===== src/rtl/controle_ciclo.sv =====
// Wash-cycle sequencer: Moore FSM over fill/wash/drain/rinse/spin with per-step
// timers, pause on outage or open lid, and step restore from the protection register.
module controle_ciclo #(
   parameter int T_LAVAR      = 20,
   parameter int T_ENXAGUE    = 10,
   parameter int T_DRENO      = 8,
   parameter int T_CENTRIF    = 12,
   parameter int T_ENCHER_MAX = 30
) (
   input  logic       clk,
   input  logic       reset,
   input  logic       energia,
   input  logic       inicio,
   input  logic       tampa_aberta,
   input  logic       nivel_cheio,
   input  logic [3:0] estado_salvo,
   output logic [3:0] estado,
   output logic       valvula,
   output logic       motor,
   output logic       bomba,
   output logic       trava_tampa,
   output logic       pausado,
   output logic       fim,
   output logic       erro
);

   typedef enum logic [3:0] {
      REPOUSO     = 4'd0,
      ENCHER      = 4'd1,
      LAVAR       = 4'd2,
      DRENAR1     = 4'd3,
      ENCHER2     = 4'd4,
      ENXAGUAR    = 4'd5,
      DRENAR2     = 4'd6,
      CENTRIFUGAR = 4'd7,
      FIM         = 4'd8,
      ERRO        = 4'd15
   } passo_t;

   localparam logic [15:0] LIM_LAVAR    = 16'(T_LAVAR - 1);
   localparam logic [15:0] LIM_ENXAGUE  = 16'(T_ENXAGUE - 1);
   localparam logic [15:0] LIM_DRENO    = 16'(T_DRENO - 1);
   localparam logic [15:0] LIM_CENTRIF  = 16'(T_CENTRIF - 1);
   localparam logic [15:0] LIM_ENCHER   = 16'(T_ENCHER_MAX - 1);

   passo_t      passo, passo_nx;
   logic [15:0] timer;
   logic        energia_r;
   logic        pausado_r;
   logic        pausa_tampa_r;
   logic        recarga;
   logic        limpa_timer;

   function automatic logic ativo(input logic [3:0] p);
      return (p >= 4'd1) && (p <= 4'd7);
   endfunction

   // Power-return reload wins over every normal transition; ERRO only leaves on reset.
   always_comb begin
      passo_nx = passo;
      recarga  = energia && !energia_r && (passo != ERRO);
      if (recarga) begin
         passo_nx = ativo(estado_salvo) ? passo_t'(estado_salvo) : REPOUSO;
      end else if (!pausado_r) begin
         case (passo)
            REPOUSO:     if (inicio && !tampa_aberta && energia) passo_nx = ENCHER;
            ENCHER:      if (nivel_cheio) passo_nx = LAVAR;
                         else if (timer == LIM_ENCHER) passo_nx = ERRO;
            LAVAR:       if (timer == LIM_LAVAR) passo_nx = DRENAR1;
            DRENAR1:     if (timer == LIM_DRENO) passo_nx = ENCHER2;
            ENCHER2:     if (nivel_cheio) passo_nx = ENXAGUAR;
                         else if (timer == LIM_ENCHER) passo_nx = ERRO;
            ENXAGUAR:    if (timer == LIM_ENXAGUE) passo_nx = DRENAR2;
            DRENAR2:     if (timer == LIM_DRENO) passo_nx = CENTRIFUGAR;
            CENTRIFUGAR: if (timer == LIM_CENTRIF) passo_nx = FIM;
            FIM:         if (tampa_aberta) passo_nx = REPOUSO;
            default:     passo_nx = passo;
         endcase
      end
      limpa_timer = recarga || (passo_nx != passo);
   end

   // Pause flags are qualified by the step being entered, so they never linger in FIM/REPOUSO.
   always_ff @(posedge clk or posedge reset) begin
      if (reset) begin
         passo         <= REPOUSO;
         timer         <= '0;
         energia_r     <= 1'b0;
         pausado_r     <= 1'b0;
         pausa_tampa_r <= 1'b0;
      end else begin
         passo         <= passo_nx;
         energia_r     <= energia;
         pausado_r     <= ativo(passo_nx) && (!energia || tampa_aberta);
         pausa_tampa_r <= ativo(passo_nx) && tampa_aberta;
         if (limpa_timer)
            timer <= '0;
         else if (ativo(passo) && !pausado_r)
            timer <= timer + 16'd1;
      end
   end

   assign estado      = passo;
   assign valvula     = !pausado_r && (passo == ENCHER || passo == ENCHER2);
   assign motor       = !pausado_r && (passo == LAVAR || passo == ENXAGUAR || passo == CENTRIFUGAR);
   assign bomba       = !pausado_r && (passo == DRENAR1 || passo == DRENAR2 || passo == CENTRIFUGAR);
   assign trava_tampa = ativo(passo) && !pausa_tampa_r;
   assign pausado     = pausado_r;
   assign fim         = (passo == FIM);
   assign erro        = (passo == ERRO);

endmodule


===== config.mk =====
export PLATFORM = sky130hd
export DESIGN_NAME = controle_ciclo
export DESIGN_NICKNAME = d
export VERILOG_FILES = /design/src/rtl/controle_ciclo.sv
export SDC_FILE = /design/constraint.sdc
export NUM_CORES = 1
export LEC_CHECK = 0
export ABC_CLOCK_PERIOD_IN_PS = 3200
export CORE_MARGIN = 10
export CORE_UTILIZATION = 40
export DETAILED_ROUTE_END_ITERATION = 7
export PLACE_DENSITY = 0.59
export SYNTH_ARGS = -nofsm -noshare
export SYNTH_HDL_FRONTEND = slang
export SYNTH_SLANG_ARGS = --single-unit

===== constraint.sdc =====
create_clock -name clk -period 3.2 [get_ports clk]
set_clock_uncertainty 0.2 [all_clocks]
set_input_delay 0.48 -clock clk [delete_from_list [all_inputs] [get_ports clk]]
set_output_delay 0.48 -clock clk [all_outputs]
set_load 0.02 [all_outputs]

**After elaboration in Yosys (flattened, before gate mapping)**

Index checks and enable logic that the tools add are counted.
Widths: inputs -> output; s select.

- Word-level logic and storage cells: 72
- Register bits: 23

- Magnitude comparators: 6
- Reduce and logical (&&, ||, !) cells: 28
- Mux-type cells: 16
- $add $sub $neg: 1
- Eq/ne operators: 16

Operator list:

| operator | count |
|---|---|
| $mux 4 | 13 |
| $pmux 4 s9 | 1 |
| $eq 16x4->1 const B | 2 |
| $eq 16x5->1 const B | 2 |
| $mux 16 | 2 |
| $add 16x1->16 const B | 1 |
| $eq 16x3->1 const B | 1 |
| $eq 4x3->1 const B | 4 |
| $logic_and 1x1->1 | 14 |
| $ge 4x1->1 const B | 3 |
| $le 4x3->1 const B | 3 |
| $eq 4x2->1 const B | 2 |
| $eq 4x4->1 const B | 2 |
| $logic_or 1x1->1 | 7 |
| $logic_not 1->1 | 5 |
| $eq 4x1->1 const B | 1 |
| $logic_not 4->1 | 1 |
| $ne 4x4->1 | 1 |
| $ne 4x4->1 const B | 1 |
| $reduce_bool 2->1 | 1 |

**Longest topological paths before layout**

Gate-level depths: netlist (run 1).

- Word-level depth: 10
- Gate-level depth with buffers: 9
- Mapped depth without buffers: 8

**Worst setup path after synthesis (run 1)**

OpenSTA, ideal clock, no wires.

- Path type: register to register
- Start point: reg timer[0]
- End point: reg timer[0]
- Clock period less this slack: 2.489 ns
- Arrival time: 2.165 ns
- Path slack: 0.711 ns
- Required time: 2.876 ns
- Buffers on the path: 1
- Cell stages (with the launch flop): 9
- Library setup time: 0.124 ns
- Path through: dfrtp_1 ha_1 inv_1 or4b_1 o31ai_1 o21bai_1 o21ai_1 buf_4 nor4_2

- Longest elaborated chain between the ends: 9

Ends and longest elaborated chain:

| what | RTL line | text |
|---|---|---|
| from (decl) | 47 | `logic [15:0] timer;` |
| from (signal assigned) | 99 | `timer <= timer + 16'd1;` |
| $eq 16x5->1 | 68, 72 |  |
| $mux 4 | 68, 72 |  |
| $mux 4 (on tied branches) | 71, 67 |  |
| $pmux 4 s9 | 65 | `case (passo)` |
| $mux 4 | 64 | `end else if (!pausado_r) begin` |
| $mux 4 | 62 | `if (recarga) begin` |
| $ne 4x4->1 | 80 | `limpa_timer = recarga \|\| (passo_nx != passo);` |
| $logic_or 1x1->1 | 80 |  |
| $mux 16 or $reduce_bool 2->1 (tied branches) | -- |  |

Several ways; a longest one is shown, not always the timed one. The select of a mux whose other input is x is not followed.
A chain may end at the register's enable or synchronous reset.

**Final worst setup path (run 1)**

- Start point: reg passo[0], in the netlist estado[0]
- End point: out fim

- Longest elaborated chain between the ends: 1

Ends and longest elaborated chain:

| what | RTL line | text |
|---|---|---|
| from (decl) | 46 | `passo_t passo, passo_nx;` |
| from (signal assigned) | 92 | `passo <= passo_nx;` |
| $eq 4x4->1 | 109 | `assign fim = (passo == FIM);` |
| to (decl) | 23 | `output logic fim,` |

Every way passes these cells.

==> run metrics, run 1 <==
Setup TNS Final=0 ns; Setup-failing EPs final=0; # resized after CTS=0; Yosys top cell area share=0.295; WL/cell=16.4 um; delay-heaviest family, CP=simple AND/OR/NAND/NOR gates; hold depth=2; unrepaired setup endpoints after global routing=false; Leak=0.818 nW; fraction of layout cells with a size suffix above 1=0.178; post-synth cell types=64; Yosys warning count=0; synthesis-to-finish area growth=12.6%; largest net degree at the start of global routing=24; slowest stage delay, CP=0.61 ns; Post-Synthesis Net Count=214; area of the multi-input gates=1210 um2; TritonCTS clock tree=yes; FF/Latch Area=576 um2; mapped cell area=1950 um2; outcome=complete, no violations; Max Fclk=343 MHz; slowest CP cell=clkdlybuf4s50_1; number of detailed-route iterations in the first pass=4; H-tree lvl count=1; largest family of logic cells by synthesized area=simple AND/OR/NAND/NOR gates; Buf+Inv Stages, Crit Path=1; required time of the critical path=2.52 ns; max-slew violations=0; mean post-synth cell area=9.64 um2; Main synth FF type=dfrtp_1; Root Driver=clkbuf_8; Max VDD drop=499 uV; Synth Area in Compound Gates=0.162; max_cap viols=0; first-pass GRT wire length=8400 um; vias in the first global route=1,677; First DRT Iteration DRCs=134; clk buf depth=2; final WL=4680 um; diode count=0; r2r setup slk=0.49 ns; Die X=89.8 um; Fill cells=473; Worst Tran Pin Value=0.923 ns; Adder-Cell Fraction of Synth Area=0.0128; row cnt=25; CTS sink cnt=23; clock transition at the registers of the reported paths=0.09 ns; Synth area leader=dfrtp_1; gr ovfl total=0; HP Class=reg -> reg; Post-Synth XOR/XNOR Area=0.0719; worst setup path start=estado[0]; Die Ht=89.8 um; DP Wirelength=3400 um; Post-synth EDFFs=0; M2 GR Usage=0.176; Critical R2R Launch=estado[0]; simple-gate area share of the yosys netlist=0.369; arrival time at the worst endpoint=2.23 ns; pwr dens=698 nW/um2; CORE AREA=4720 um2; setup bufs post-CTS=0; M3 GR Usage=0.0224; Power Total=1.53 mW; kind of critical path=reg -> out; most common library cells after synthesis=dfrtp_1, nor2_1, xor2_1; register area share after synthesis=0.295; Slew headroom=0.384; CTS buffer count=3; Setup crit end=fim; vias post-DR=1,636; worst reg2reg endpoint=timer[9]; crit end category=primary output; antenna viol nets, final=0; setup slack at placement=0.482 ns; initial antenna violation count=0; Tcrit/Tclk final=0.910; fin crit period=2.91 ns; Critical Path, Cell by Cell=or2_1 > nor2_1 > and2_1 > clkdlybuf4s50_1; detailed-route DRC error count=0; critical path depth in cells=4; Most Crowded Layer GR=met2; I/O Pins=21; IO buf count=20; Setup crit start kind=flip-flop; async set-reset flop share out of synthesis=1.00; routing usage on met1=0.170; die area=8060 um2; GRT Overall Usage=0.120; Register-to-Register Path Depth=7; most common cell in the synthesized netlist=dfrtp_1; Gate Count Post-Synth=202; drt via density=5.72; mux share of post-synthesis cell area=0.00514; #FFs+latches synth=23; Final WS setup=0.287 ns; initial core utilization=0.412; crit path max fanout=17; Net count, final=232; endpoints failing hold=0; Post-CTS Hold Buffers=0; gpl congestion=0.827; worst-skew pair later-pin latency=0.27 ns; synth top area cells=dfrtp_1, nor4_2, xor2_1
-- final cells by class --
class,instances,area share
clock buffer,3,0.0188
clock inverter,1,0.00342
inverter,8,0.0137
multi-input combinational,158,0.552
sequential,23,0.262
tap,67,0.0382
timing repair buffer,26,0.112
-- worst register-to-register path: cells and delay by family (launching register included) --
kind                   cells  cell delay (ns)
and+or+nand+nor            2             0.68
DFF                        1             0.59
AOI/OAI and AO/OA          4             0.92
buffers and inverters      1             0.23
-- cell families after synthesis --
kind of cell,Yosys count
simple gates,100
fa+ha+maj,2
mux,1
xor+xnor,16
compound gates,39
flops,23
buf+inv,21
-- registers in the layout, summed over array words and instances (netlist names) --
register and cells:
estado 4, timer 16, energia_r 1, pausado 1, pausa_tampa_r 1
-- cell usage in the layout (no fill, tap or decap), types with 5 or more instances in the layout --
master           count
nand4_1             11
nand2b_1             6
inv_1                8
o21ai_0              5
clkdlybuf4s50_1     20
nor2_1              14
xor2_1              13
a21oi_1              5
dfrtp_1             23
nor3_1               5
nor4_2              10
buf_4                6
nor4_1               7
nand2_1             11
nand3_1              5
-- metal layers --
metal | vias up | part of all wire
met5 | - | 0
met4 | 0 | 0.016
met3 | 6 | 0.040
met2 | 30 | 0.45
met1 | 807 | 0.49
li1 | 793 | -
-- report_power, final --
group | total [mW] | leakage [nW] | internal [mW] | switching (mW)
registers | 0.435 | 0.310 | 0.329 | 0.106
clock network | 0.191 | 0.0217 | 0.0882 | 0.103
logic | 0.905 | 0.486 | 0.369 | 0.536
total | 1.53 | 0.818 | 0.786 | 0.745
-- worst min path at each step --
stage | start | end | slack, ns
after floorplan | reset | energia_r | 0.28
after global placement | timer[0] | timer[0] | 0.42
after detailed placement | timer[0] | timer[0] | 0.41
after CTS | timer[0] | timer[0] | 0.43
after global routing | timer[0] | timer[0] | 0.46
final | timer[0] | timer[0] | 0.43
-- per-stage QoR --
| step | instances | hold slack, ns | instance area (um2) | util |
|---|---|---|---|---|
| detailed placement | 282 | 0.413 | 2140 | 0.454 |
| global placement | 282 | 0.421 | 2140 | 0.454 |
| global route | 286 | 0.464 | 2190 | 0.464 |
| finish | 286 | 0.428 | 2190 | 0.464 |
| CTS | 286 | 0.429 | 2190 | 0.464 |
| floorplan | 202 | 0.282 | 1950 | - |
(Power assumes the default switching activity.)
==> run 2, diff against run 1 <==
REMOVE_ABC_BUFFERS = 1   (was not set)
SKIP_LAST_GASP = 1   (was not set)
==> run metrics, run 2 (same netlist as run 1, synthesis figures left out) <==
TritonCTS clock tree=yes; Slew headroom=0.391; initial antenna violation count=0; WL/cell=16.8 um; # resized after CTS=0; Tcrit/Tclk final=0.884; P_sw=0.743 mW; drt via density=5.68; Sw Share=0.479; Leak=0.838 nW; vias in the first global route=1,623; Power Total=1.55 mW; antenna viol nets, final=0; fraction of layout cells with a size suffix above 1=0.185; clk buf depth=2; delay-heaviest family, CP=simple AND/OR/NAND/NOR gates; gr ovfl total=0; post-placement cell count=284; clock transition at the registers of the reported paths=0.09 ns; Sequential Power Share=0.271; Root Driver=clkbuf_8; detailed-route DRC error count=0; number of detailed-route iterations in the first pass=4; first-pass GRT wire length=8250 um; Final Util=0.471; post-route design area=2220 um2; diode count=0; setup slack at placement=0.166 ns; fin cells=289; initial core utilization=0.412; Buf+Inv Stages, Crit Path=1; slowest stage delay, CP=0.63 ns; Max Fclk=353 MHz; slowest CP cell=clkdlybuf4s50_1; worst-skew pair later-pin latency=0.26 ns; CTS sink cnt=23; H-tree lvl count=1; Critical Path, Cell by Cell=or2_1 > nor2_1 > and2_1 > clkdlybuf4s50_1; I/O Pins=21; CTS buffer count=3; Final WS setup=0.371 ns; endpoints failing hold=0; crit path max fanout=12; commonest cells after routing, fill and taps aside=dfrtp_1, clkdlybuf4s50_1, nor2_1, xor2_1; Die Ht=89.8 um; DP Area=2160 um2; fin crit period=2.83 ns; Fill cells=456; gpl congestion=0.818; Int Pwr=0.810 mW; FF/Latch Area=576 um2; GRT Overall Usage=0.120; Net count, final=235; Setup TNS Final=0 ns; max_cap viols=0; CORE AREA=4720 um2; unrepaired setup endpoints after global routing=false; Max VDD drop=582 uV; outcome=complete, no violations; Worst Tran Pin Value=0.912 ns; Most flops, register=timer; Setup crit start kind=flip-flop; crit end category=primary output; First DRT Iteration DRCs=157; Post-CTS Hold Buffers=0; most common cell after layout, fill and taps aside=dfrtp_1; vias post-DR=1,642; Fin Hold WS=0.426 ns; IO buf count=20; Comb power frac=0.610; final WL=4840 um; row cnt=25; synthesis-to-finish area growth=14.2%; max-slew violations=0; Largest register FFs=16; die area=8060 um2; kind of critical path=reg -> out; largest net degree at the start of global routing=24; arrival time at the worst endpoint=2.15 ns; DP Wirelength=3540 um; clock group share of total power=0.118; required time of the critical path=2.52 ns; HP Class=reg -> reg; Die X=89.8 um; pwr dens=698 nW/um2; Setup-failing EPs final=0; area of the multi-input gates=1210 um2
-- run 2: area by class of cell --
class | instances | area share
clock buffers | 4 | 0.0202
multi-input cells | 158 | 0.544
flip-flops and latches | 23 | 0.259
repair buffers | 29 | 0.126
inverters | 8 | 0.0135
well taps | 67 | 0.0377
-- run 2: routing by layer --
metal	vias to the layer above	part of all wire	track usage
met5	-	0	0
met4	0	0.0056	0.0270
met3	2	0.064	0.0241
met2	43	0.46	0.182
met1	798	0.47	0.169
li1	799	-	-
-- run 2: power groups by stage --
stage | sequential [mW] | combinational [mW] | clock [mW]
after global placement | 0.427 | 0.922 | 0
final | 0.422 | 0.948 | 0.184
after detailed placement | 0.426 | 0.915 | 0
after global routing | 0.434 | 1.04 | 0.200
after CTS | 0.421 | 0.920 | 0.187
after floorplan | 0.457 | 0.534 | 0
-- run 2: timing repair --
item                                   in CTS  in global routing
setup endpoints to repair                   0                  8
endpoints found under the hold margin       0                  0
setup buffers                               0                  1
-- run 2: final timing paths --
path / start / endpoint / slack, ns / depth (start not counted)
max in group asynchronous: reset / timer[7] / 1.73 / 2
worst max-delay path: estado[0] / fim / 0.37 / 4
worst max register to register: timer[10] / timer[13] / 0.49 / 7
worst min-delay path: timer[0] / timer[0] / 0.43 / 2
worst min register to register: timer[0] / timer[0] / 0.43 / 2
min in group asynchronous: reset / estado[2] / 0.51 / 2
-- run 2: worst register-to-register path: cells and delay by family, from the launching register on --
family / cells / cell delay (ns)
flip-flops: 1 / 0.46
AO/OA/AOI/OAI: 3 / 0.81
AND/OR/NAND/NOR: 3 / 0.95
buffers and inverters: 1 / 0.18
==> run 3, diff against run 2 <==
REMOVE_ABC_BUFFERS = not set   (was 1)
==> results of run 3 <==
Final layout, timing and power as in run 1 (identical DEF).
